**config.mk**
```make
export PLATFORM = sky130hd
export DESIGN_NAME = inst_queue_flat
export DESIGN_NICKNAME = d
export VERILOG_FILES = /design/src/rtl/inst_queue_if.sv /design/src/rtl/inst_queue.sv /design/src/flat_wrapper.sv
export SDC_FILE = /design/constraint.sdc
export NUM_CORES = 1
export LEC_CHECK = 0
export BUFFER_PORTS_ARGS = -buffer_cell sky130_fd_sc_hd__buf_2
export CAP_MARGIN = 20
export CORE_MARGIN = 2
export CORE_UTILIZATION = 36
export CTS_BUF_LIST = sky130_fd_sc_hd__clkbuf_4 sky130_fd_sc_hd__clkbuf_8
export DETAILED_ROUTE_END_ITERATION = 8
export PLACE_DENSITY = 0.63
export SLEW_MARGIN = 20
export SYNTH_ARGS = -nofsm -noshare
export SYNTH_HDL_FRONTEND = slang
export SYNTH_SLANG_ARGS = --single-unit
```
**constraint.sdc**
```tcl
create_clock -name clk -period 9.7 [get_ports clk]
set_input_delay 1.455 -clock clk [delete_from_list [all_inputs] [get_ports clk]]
set_output_delay 1.455 -clock clk [all_outputs]
set_load 0.02 [all_outputs]
```
**src/rtl/inst_queue_if.sv**
```systemverilog
// Fetch/issue-side bundle of the instruction queue.
// Enqueue: slot-1 (and optionally slot-2) is taken at the posedge when w_ena1_i=1 and full_o=0.
// Dequeue: r_num_i entries are retired from the head, clipped to count_o. flush empties the queue.
interface inst_queue_if #(
  parameter int PTR_W = 3
);
  logic              flush;
  logic              w_ena1_i;
  logic              w_ena2_i;
  logic [31:0]       w_pc1_i;
  logic [31:0]       w_pc2_i;
  logic [31:0]       w_inst1_i;
  logic [31:0]       w_inst2_i;
  logic [2:0]        w_exc1_i;
  logic [2:0]        w_exc2_i;
  logic [1:0]        r_num_i;
  logic              full_o;
  logic              empty_o;
  logic [PTR_W:0]    count_o;
  logic              r_valid1_o;
  logic              r_valid2_o;
  logic [31:0]       r_pc1_o;
  logic [31:0]       r_pc2_o;
  logic [31:0]       r_inst1_o;
  logic [31:0]       r_inst2_o;
  logic [2:0]        r_exc1_o;
  logic [2:0]        r_exc2_o;

  modport master (
    output flush, w_ena1_i, w_ena2_i, w_pc1_i, w_pc2_i, w_inst1_i, w_inst2_i,
           w_exc1_i, w_exc2_i, r_num_i,
    input  full_o, empty_o, count_o, r_valid1_o, r_valid2_o, r_pc1_o, r_pc2_o,
           r_inst1_o, r_inst2_o, r_exc1_o, r_exc2_o
  );

  modport slave (
    input  flush, w_ena1_i, w_ena2_i, w_pc1_i, w_pc2_i, w_inst1_i, w_inst2_i,
           w_exc1_i, w_exc2_i, r_num_i,
    output full_o, empty_o, count_o, r_valid1_o, r_valid2_o, r_pc1_o, r_pc2_o,
           r_inst1_o, r_inst2_o, r_exc1_o, r_exc2_o
  );
endinterface

```
**src/rtl/inst_queue.sv**
```systemverilog
// Dual-issue instruction queue: circular buffer, two-wide enqueue, first-word-fall-through
// read of the two oldest entries.
module inst_queue #(
  parameter int DEPTH = 8,
  parameter int PTR_W = 3
) (
  input logic         clk,
  input logic         rst,
  inst_queue_if.slave q
);
  typedef struct packed {
    logic [31:0] pc;
    logic [31:0] inst;
    logic [2:0]  exc;
  } entry_t;

  localparam logic [PTR_W:0]   FULL_CNT = (PTR_W+1)'(DEPTH - 1);
  localparam logic [PTR_W:0]   ONE_CNT  = (PTR_W+1)'(1);
  localparam logic [PTR_W-1:0] ONE_PTR  = PTR_W'(1);

  entry_t           mem [DEPTH];
  logic [PTR_W-1:0] head;
  logic [PTR_W-1:0] tail;
  logic [PTR_W-1:0] head_p1;
  logic [PTR_W-1:0] tail_p1;
  logic [PTR_W:0]   count;
  logic [1:0]       enq;
  logic [1:0]       deq;
  logic             full;
  entry_t           ent1;
  entry_t           ent2;
  logic             valid1;
  logic             valid2;

  // Space freed by this cycle's dequeue is not offered to this cycle's enqueue.
  always_comb begin
    full    = (count >= FULL_CNT);
    enq     = 2'd0;
    if (!full && q.w_ena1_i) enq = q.w_ena2_i ? 2'd2 : 2'd1;
    deq     = ({{(PTR_W-1){1'b0}}, q.r_num_i} > count) ? count[1:0] : q.r_num_i;
    head_p1 = head + ONE_PTR;
    tail_p1 = tail + ONE_PTR;
  end

  always_ff @(posedge clk) begin
    if (rst || q.flush) begin
      head  <= '0;
      tail  <= '0;
      count <= '0;
    end else begin
      head  <= head + PTR_W'(deq);
      tail  <= tail + PTR_W'(enq);
      count <= count + (PTR_W+1)'(enq) - (PTR_W+1)'(deq);
    end
  end

  // Storage is never cleared; count alone decides what is visible.
  always_ff @(posedge clk) begin
    if (!rst && !q.flush && enq != 2'd0) begin
      mem[tail] <= '{pc: q.w_pc1_i, inst: q.w_inst1_i, exc: q.w_exc1_i};
      if (enq == 2'd2) mem[tail_p1] <= '{pc: q.w_pc2_i, inst: q.w_inst2_i, exc: q.w_exc2_i};
    end
  end

  always_comb begin
    ent1         = mem[head];
    ent2         = mem[head_p1];
    valid1       = (count != '0);
    valid2       = (count > ONE_CNT);
    q.full_o     = full;
    q.empty_o    = (count == '0);
    q.count_o    = count;
    q.r_valid1_o = valid1;
    q.r_valid2_o = valid2;
    q.r_pc1_o    = valid1 ? ent1.pc   : 32'd0;
    q.r_inst1_o  = valid1 ? ent1.inst : 32'd0;
    q.r_exc1_o   = valid1 ? ent1.exc  : 3'd0;
    q.r_pc2_o    = valid2 ? ent2.pc   : 32'd0;
    q.r_inst2_o  = valid2 ? ent2.inst : 32'd0;
    q.r_exc2_o   = valid2 ? ent2.exc  : 3'd0;
  end
endmodule
```
**src/flat_wrapper.sv**
```systemverilog
// flat-port wrapper written by rule: the top's interface ports become plain ports
module inst_queue_flat 
#(
  parameter int DEPTH = 8,
  parameter int PTR_W = 3
)
  (clk, rst, q_flush, q_w_ena1_i, q_w_ena2_i, q_w_pc1_i, q_w_pc2_i, q_w_inst1_i, q_w_inst2_i, q_w_exc1_i, q_w_exc2_i, q_r_num_i, q_full_o, q_empty_o, q_count_o, q_r_valid1_o, q_r_valid2_o, q_r_pc1_o, q_r_pc2_o, q_r_inst1_o, q_r_inst2_o, q_r_exc1_o, q_r_exc2_o);
  inst_queue_if #(.PTR_W(PTR_W)) q_i ();
  input logic clk;
  input logic rst;
  input wire logic [$bits(q_i.flush)-1:0] q_flush;
  input wire logic [$bits(q_i.w_ena1_i)-1:0] q_w_ena1_i;
  input wire logic [$bits(q_i.w_ena2_i)-1:0] q_w_ena2_i;
  input wire logic [$bits(q_i.w_pc1_i)-1:0] q_w_pc1_i;
  input wire logic [$bits(q_i.w_pc2_i)-1:0] q_w_pc2_i;
  input wire logic [$bits(q_i.w_inst1_i)-1:0] q_w_inst1_i;
  input wire logic [$bits(q_i.w_inst2_i)-1:0] q_w_inst2_i;
  input wire logic [$bits(q_i.w_exc1_i)-1:0] q_w_exc1_i;
  input wire logic [$bits(q_i.w_exc2_i)-1:0] q_w_exc2_i;
  input wire logic [$bits(q_i.r_num_i)-1:0] q_r_num_i;
  output wire logic [$bits(q_i.full_o)-1:0] q_full_o;
  output wire logic [$bits(q_i.empty_o)-1:0] q_empty_o;
  output wire logic [$bits(q_i.count_o)-1:0] q_count_o;
  output wire logic [$bits(q_i.r_valid1_o)-1:0] q_r_valid1_o;
  output wire logic [$bits(q_i.r_valid2_o)-1:0] q_r_valid2_o;
  output wire logic [$bits(q_i.r_pc1_o)-1:0] q_r_pc1_o;
  output wire logic [$bits(q_i.r_pc2_o)-1:0] q_r_pc2_o;
  output wire logic [$bits(q_i.r_inst1_o)-1:0] q_r_inst1_o;
  output wire logic [$bits(q_i.r_inst2_o)-1:0] q_r_inst2_o;
  output wire logic [$bits(q_i.r_exc1_o)-1:0] q_r_exc1_o;
  output wire logic [$bits(q_i.r_exc2_o)-1:0] q_r_exc2_o;
  assign q_i.flush = q_flush;
  assign q_i.w_ena1_i = q_w_ena1_i;
  assign q_i.w_ena2_i = q_w_ena2_i;
  assign q_i.w_pc1_i = q_w_pc1_i;
  assign q_i.w_pc2_i = q_w_pc2_i;
  assign q_i.w_inst1_i = q_w_inst1_i;
  assign q_i.w_inst2_i = q_w_inst2_i;
  assign q_i.w_exc1_i = q_w_exc1_i;
  assign q_i.w_exc2_i = q_w_exc2_i;
  assign q_i.r_num_i = q_r_num_i;
  assign q_full_o = q_i.full_o;
  assign q_empty_o = q_i.empty_o;
  assign q_count_o = q_i.count_o;
  assign q_r_valid1_o = q_i.r_valid1_o;
  assign q_r_valid2_o = q_i.r_valid2_o;
  assign q_r_pc1_o = q_i.r_pc1_o;
  assign q_r_pc2_o = q_i.r_pc2_o;
  assign q_r_inst1_o = q_i.r_inst1_o;
  assign q_r_inst2_o = q_i.r_inst2_o;
  assign q_r_exc1_o = q_i.r_exc1_o;
  assign q_r_exc2_o = q_i.r_exc2_o;
  inst_queue #(.DEPTH(DEPTH), .PTR_W(PTR_W)) u_core (.clk(clk), .rst(rst), .q(q_i));
endmodule
```
==> reports/results.ini, run 1 <==
[critical_path]
reg2reg_slack_ns=5.24
start_kind=flip-flop
slowest_delay_ns=0.92
crit_path_max_fanout=77
cp-startpoint=u_core.head[0]$_SDFF_PP0_
cp_num_cells=6
r2r_cells=8
path_common_cell=buf_4
worstReg2RegEnd=u_core.mem[2][35]$_DFFE_PP_
crit_end=q_r_pc2_o[5]
crit_required_ns=8.25
cp_num_buf_inv=4
arrival_ns=4.79
crit_slowest_cell=buf_4
end_kind=output port
critPathKind=flip-flop to output port
critical_path.top_delay_family=buffers and inverters
worstPathCellList=buf_4, buf_4, buf_4, mux4_2, a22o_1, buf_2
reg2reg_from=u_core.q.count_o[3]$_SDFF_PP0_

[sta]
grt_setup_unrepaired=no
fmax_mhz=160
tightest_slew_ns=1.20
finClkSkew_ns=0.0458
fin_tns_setup_ns=0
finalCritPeriodShare=0.644
worst_slack_ns=3.45
setup_viol=0
drv_slew=0
slew_headroom=0.198
finalHoldViolCount=0
whs_ns=0.672
final.min_clock_period_ns=6.25

[global_routing]
grt_use_total=0.227
grt_pass1_wl_mm=151
grtUsageMet3=0.0588
grt-ovfl-total=0
busiest_layer=met2
grt_use_met1=0.283
first_global_vias=22200
grt_max_degree=89
met2_usage=0.381
antenna_found_initial=33

[logic_synthesis]
synth-seq-cells=546
syn_inst=2115
synth_edf_count=536
synth_fp_nets=2273
avgSynthCellArea_um2=15.0
synth_top_flop_cell=edfxtp_1
yosysMostFrequentCell=edfxtp_1
yosysSeqAreaShare=0.512
yosysTopAreaCellShare=0.506
yosysUniqueCellTypes=43
yosysTopAreaCell=edfxtp_1
async_flop_share=0
synth_warnings=0
netlist_area_um2=31800
synth_area_leaders=edfxtp_1 51%, mux2_2 12%, mux4_2 9.5%
synth_common_cells=536 x edfxtp_1, 352 x mux2_2, 203 x mux2i_1

[die]
coreArea_um2=88000
start_util=0.362
ios=283
die_h_um=301
die_w_um=301
die_area_um2=90700
rows=109

[finish]
final_util=0.414
syn_to_final_growth_pct=14.5
fin_cells=3619
nets=2520
drive_above_1_share=0.408

[hold_path]
hold_path.class=flip-flop to flip-flop
hp-start=u_core.head[2]$_SDFF_PP0_

[route]
wl_per_cell_um=28.9
via_count=21300
viasPerCell=5.90
drt_iter0_markers=1835
drt_first_pass_iters=5
routed_wl_mm=105
drc=0
drtAntennaViolNets=0

[place]
io_buffer_count=282
hpwl_mm=59.1
pre_cts_ws_ns=4.23
dp.cells=3425
place_congestion=0.823

[clocking]
path_clk_slew_ns=0.06
clk_latency_ns=0.74
clock_sinks=546
cts_tree=built
cts_max_path_buffers=3
numCtsBuffers=100
cts_resized=0
hold_buffers=0
cts_htree_levels=3
postCtsSetupBuffers=0
cts-root-buf=clkbuf_8

[pwr]
p_clk_frac=0.288
combinationalPowerShare=0.376
peakVddDrop_v=0.000212
internal_power_uw=5050
power_switching_uw=2920
powerDensity_nw_per_um2=219
switching_share=0.366
p_leak_uw=0.0123
p_seq_frac=0.336

[job]
drv_cap=0

[run_status]
status=complete, no violations

==> how the worst min path moves through the flow <==
stage | end | slack [ns] | cells after the start
finish | u_core.head[2]$_SDFF_PP0_ | 0.67 | 2
CTS | u_core.head[2]$_SDFF_PP0_ | 0.66 | 2
global placement | u_core.head[2]$_SDFF_PP0_ | 0.63 | 2
detailed placement | u_core.head[2]$_SDFF_PP0_ | 0.66 | 2
floorplan | u_core.head[2]$_SDFF_PP0_ | 0.56 | 2
global route | u_core.head[2]$_SDFF_PP0_ | 0.73 | 2
==> cells in the final DEF, fill, tap and decap left out, types with 4 or more instances in the layout <==
cell	n
mux4_2	134
buf_2	282
a21oi_1	71
ha_1	12
buf_4	41
nand4_1	5
bufinv_16	7
a211oi_1	67
inv_1	17
nand3_4	6
a22oi_1	68
clkinv_2	16
clkbuf_4	29
nor2_1	9
mux2_1	185
a22o_1	67
and2_1	4
clkinv_1	21
xor2_1	4
nor2b_1	69
and3_1	69
nand2_1	8
nor3_1	4
clkbuf_8	103
mux2_2	351
mux2i_1	201
diode_2	15
edfxtp_1	536
fa_1	4
dfxtp_1	9
==> stage by stage <==
stage / cell area, um^2 / power, uW
2_1_floorplan: 31800 / 4660
4_1_cts: 36400 / 8040
3_5_place_dp: 34400 / 5740
6_report: 36400 / 7970
5_1_grt: 36400 / 8300
3_3_place_gp: 34400 / 5710
==> power groups by stage <==
| stage | Sequential (uW) | Combinational (uW) | Clock (uW) |
|---|---|---|---|
| floorplan | 2720 | 1940 | 0 |
| detailed placement | 2720 | 3020 | 0 |
| finish | 2680 | 3000 | 2290 |
| CTS | 2670 | 3030 | 2330 |
| global route | 2680 | 3190 | 2430 |
| global placement | 2720 | 2990 | 0 |
==> layer usage <==
layer / share of wire / up-vias
li1: - / 9105
met1: 0.39 / 11000
met2: 0.49 / 934
met3: 0.084 / 241
met4: 0.028 / 42
met5: 0.0026 / -
==> cells by family (layout without fill, tap and decap cells) <==
family                     Yosys count  in the layout  share of synthesized area
xor gates and xnor gates             7              7                    0.00216
AOI/OAI and AO/OA                  282            282                     0.0633
and+or+nand+nor                    192            192                     0.0368
buffers and inverters              197            521                     0.0288
adders and majority gates           17             17                    0.00763
muxes                              874            874                      0.349
DFF                                546            546                      0.512
other                                0             15                          0
==> worst reg2reg max path: cells and delay by family, from the launching register on <==
family / cells / cell delay (ns)
AOI/OAI and AO/OA: 1 / 0.25
adders and majority gates: 1 / 0.21
buffers and inverters: 3 / 1.35
DFF: 1 / 0.38
and+or+nand+nor: 3 / 1.83
==> layout make-up <==
cell class	instances	area, um^2
antenna	15	37.5
tap	1165	1460
inverter	17	63.8
timing repair buffer	325	1740
clock inverter	47	398
fill	8107	51500
multi-input combinational	1372	14800
sequential	546	16300
clock buffer	132	1640
==> sequential cells by signal, indices dropped and copies added, names as in the netlist <==
register / count
u_core.mem: 536
u_core.q.count_o: 4
u_core.head: 3
u_core.tail: 3
(Power assumes the default switching activity.)
==> run 2: changes to the inputs <==
Settings changed: PLACE_DENSITY 0.63 to 0.65.
Clock period 9.7 ns to 5.5 ns, I/O delays scaled along.
==> run 2 against run 1 <==
Count of clock-buffer cells in the layout shrank 14. Sequential share of layout area down 0.21 points. Non-clock buffer count grew 7. Worst setup slack got worse by 2.6 ns. Flip-flop and latch count unchanged. Critical path type unchanged. Critical endpoint is now q_r_exc2_o[2]. Largest power group unchanged. Highest routed layer unchanged.
==> reports/results.ini, run 2 (synthesis results as in run 1) <==
[run_status]
status=complete, no violations

[critical_path]
reg2reg_from=u_core.q.count_o[3]$_SDFF_PP0_
r2r_cells=7  ; -1
arrival_ns=3.86  ; -0.93 ns
critPathKind=flip-flop to output port
crit_path_max_fanout=161  ; +110%
crit_required_ns=4.68  ; -3.57 ns
end_kind=output port
start_kind=flip-flop
worstReg2RegEnd=u_core.mem[5][25]$_DFFE_PP_
reg2reg_slack_ns=1.68  ; -3.56 ns

[pwr]
peakVddDrop_v=0.000350  ; +65%
powerDensity_nw_per_um2=383  ; +75%
p_leak_uw=0.0123  ; +0.28%
power_uw=14000  ; +76%

[clocking]
path_clk_slew_ns=0.06  ; about the same
clk_latency_ns=0.73  ; about the same
cts_max_path_buffers=3  ; unchanged
numCtsBuffers=101  ; +1.0%
cts-root-buf=clkbuf_8
cts_tree=built
cts_resized=0  ; unchanged
hold_buffers=0  ; unchanged
postCtsSetupBuffers=0  ; unchanged
clock_sinks=546  ; unchanged
cts_htree_levels=3  ; unchanged

[hold_path]
min_to=u_core.mem[0][53]$_DFFE_PP_
holdPathStages=2  ; unchanged
hold_path.class=primary input to flip-flop
hp-start=q_w_pc2_i[18]

[route]
drt_first_pass_iters=5  ; unchanged
drt_iter0_markers=1777  ; -3.2%
drc=0  ; unchanged
via_count=21400  ; +0.22%
drtAntennaViolNets=0  ; unchanged
wl_per_cell_um=28.0  ; -3.3%
routed_wl_mm=102  ; -2.9%
viasPerCell=5.89  ; -0.14%

[global_routing]
grt-ovfl-total=0  ; unchanged
first_global_vias=22400  ; +0.50%
grt_use_total=0.220  ; -0.00729
grt_max_degree=176  ; +98%
grt_pass1_wl_mm=147  ; -2.9%
antenna_found_initial=27  ; -18%

[die]
coreArea_um2=88000  ; unchanged
ios=283  ; unchanged
start_util=0.362  ; unchanged
die_h_um=301  ; unchanged
die_w_um=301  ; unchanged
die_area_um2=90700  ; unchanged
rows=109  ; unchanged

[finish]
final_util=0.416  ; +0.00193
layout_common_cells=536 x edfxtp_1, 351 x mux2_2, 282 x buf_2
largest_reg_flops=536  ; unchanged
nets=2528  ; +0.32%
stdcell_area_um2=36600  ; +0.47%
mostFrequentLayoutCell=edfxtp_1
syn_to_final_growth_pct=15.1
largest_register=u_core.mem
drive_above_1_share=0.404  ; -0.00396

[sta]
finClkSkew_ns=0.0295  ; -0.0163 ns
drv_slew=0  ; unchanged
fmax_mhz=213
tightest_slew_ns=1.18  ; -0.0202 ns
finalCritPeriodShare=0.852
slew_headroom=0.211  ; +0.0134
final.min_clock_period_ns=4.69
setup_viol=0  ; unchanged
grt_setup_unrepaired=no
finalHoldViolCount=0  ; unchanged

[job]
drv_cap=0  ; unchanged

[place]
io_buffer_count=282  ; unchanged
place_congestion=0.778  ; -5.4%
hpwl_mm=60.2  ; +2.0%
place_area_um2=34600  ; +0.59%

run 2: cell count changes in the layout (fill, tap and decap cells not counted), moves of 2 or more:
cell       change
inv_8          +3
buf_12        +12
buf_6          -2
clkbuf_4      -13
bufinv_16      -2
clkinv_1      +18
buf_4          -4
inv_6          -2
run 2: worst max-delay path: stages (launching register included):
cell and delay, ns:
dfxtp_4 0.72, buf_12 0.51, buf_12 0.56, mux4_2 0.44, a22o_1 0.32, buf_2 0.19
run 2: final cells by class:
type | count | area (um^2)
clock inverter | 68 | 467
tap | 1165 | 1460
fill | 8029 | 51400
clock buffer | 118 | 1520
timing repair buffer | 332 | 1960
sequential | 546 | 16300
antenna | 14 | 35.0
multi-input combinational | 1372 | 14800
inverter | 17 | 63.8
run 2: routing by layer:
layer | part of all wire | routed length [um] | vias to the layer above | global-route usage
met1 | 0.39 | 39800 | 11100 | 0.269
met3 | 0.077 | 7840 | 217 | 0.0517
met4 | 0.029 | 2980 | 24 | 0.0782
met5 | 0.0017 | 175 | - | 0
li1 | - | - | 9134 | -
met2 | 0.50 | 50700 | 881 | 0.378
run 2: metrics by stage:
step | hold slack (ns) | setup TNS (ns) | setup WS, ns | cells
CTS | 0.408 | 0 | 0.718 | 3617
finish | 0.482 | 0 | 0.812 | 3632
global placement | 0.640 | 0 | 1.54 | 3429
detailed placement | 0.652 | 0 | 1.50 | 3431
floorplan | 0.559 | -141.01 | -1.05 | 2115
global route | 0.448 | 0 | 0.784 | 3624
run 2: worst max path at each step:
stage	from	to	slack, ns	cells after the start
2_1_floorplan	q_flush	u_core.mem[3][0]$_DFFE_PP_	-1.05	3
3_3_place_gp	u_core.head[0]$_SDFF_PP0_	q_r_pc2_o[28]	1.54	5
3_5_place_dp	q_w_ena2_i	u_core.mem[5][17]$_DFFE_PP_	1.50	6
4_1_cts	u_core.head[0]$_SDFF_PP0_	q_r_pc2_o[22]	0.72	5
6_report	u_core.head[0]$_SDFF_PP0_	q_r_exc2_o[2]	0.81	5
5_1_grt	u_core.head[0]$_SDFF_PP0_	q_r_pc1_o[14]	0.78	6
run 2: where the power goes:
group          switching (uW)  internal, uW  total, uW
Combinational            3320          2060       5380
Clock                    1830          2090       3920
Sequential               68.3          4660       4730
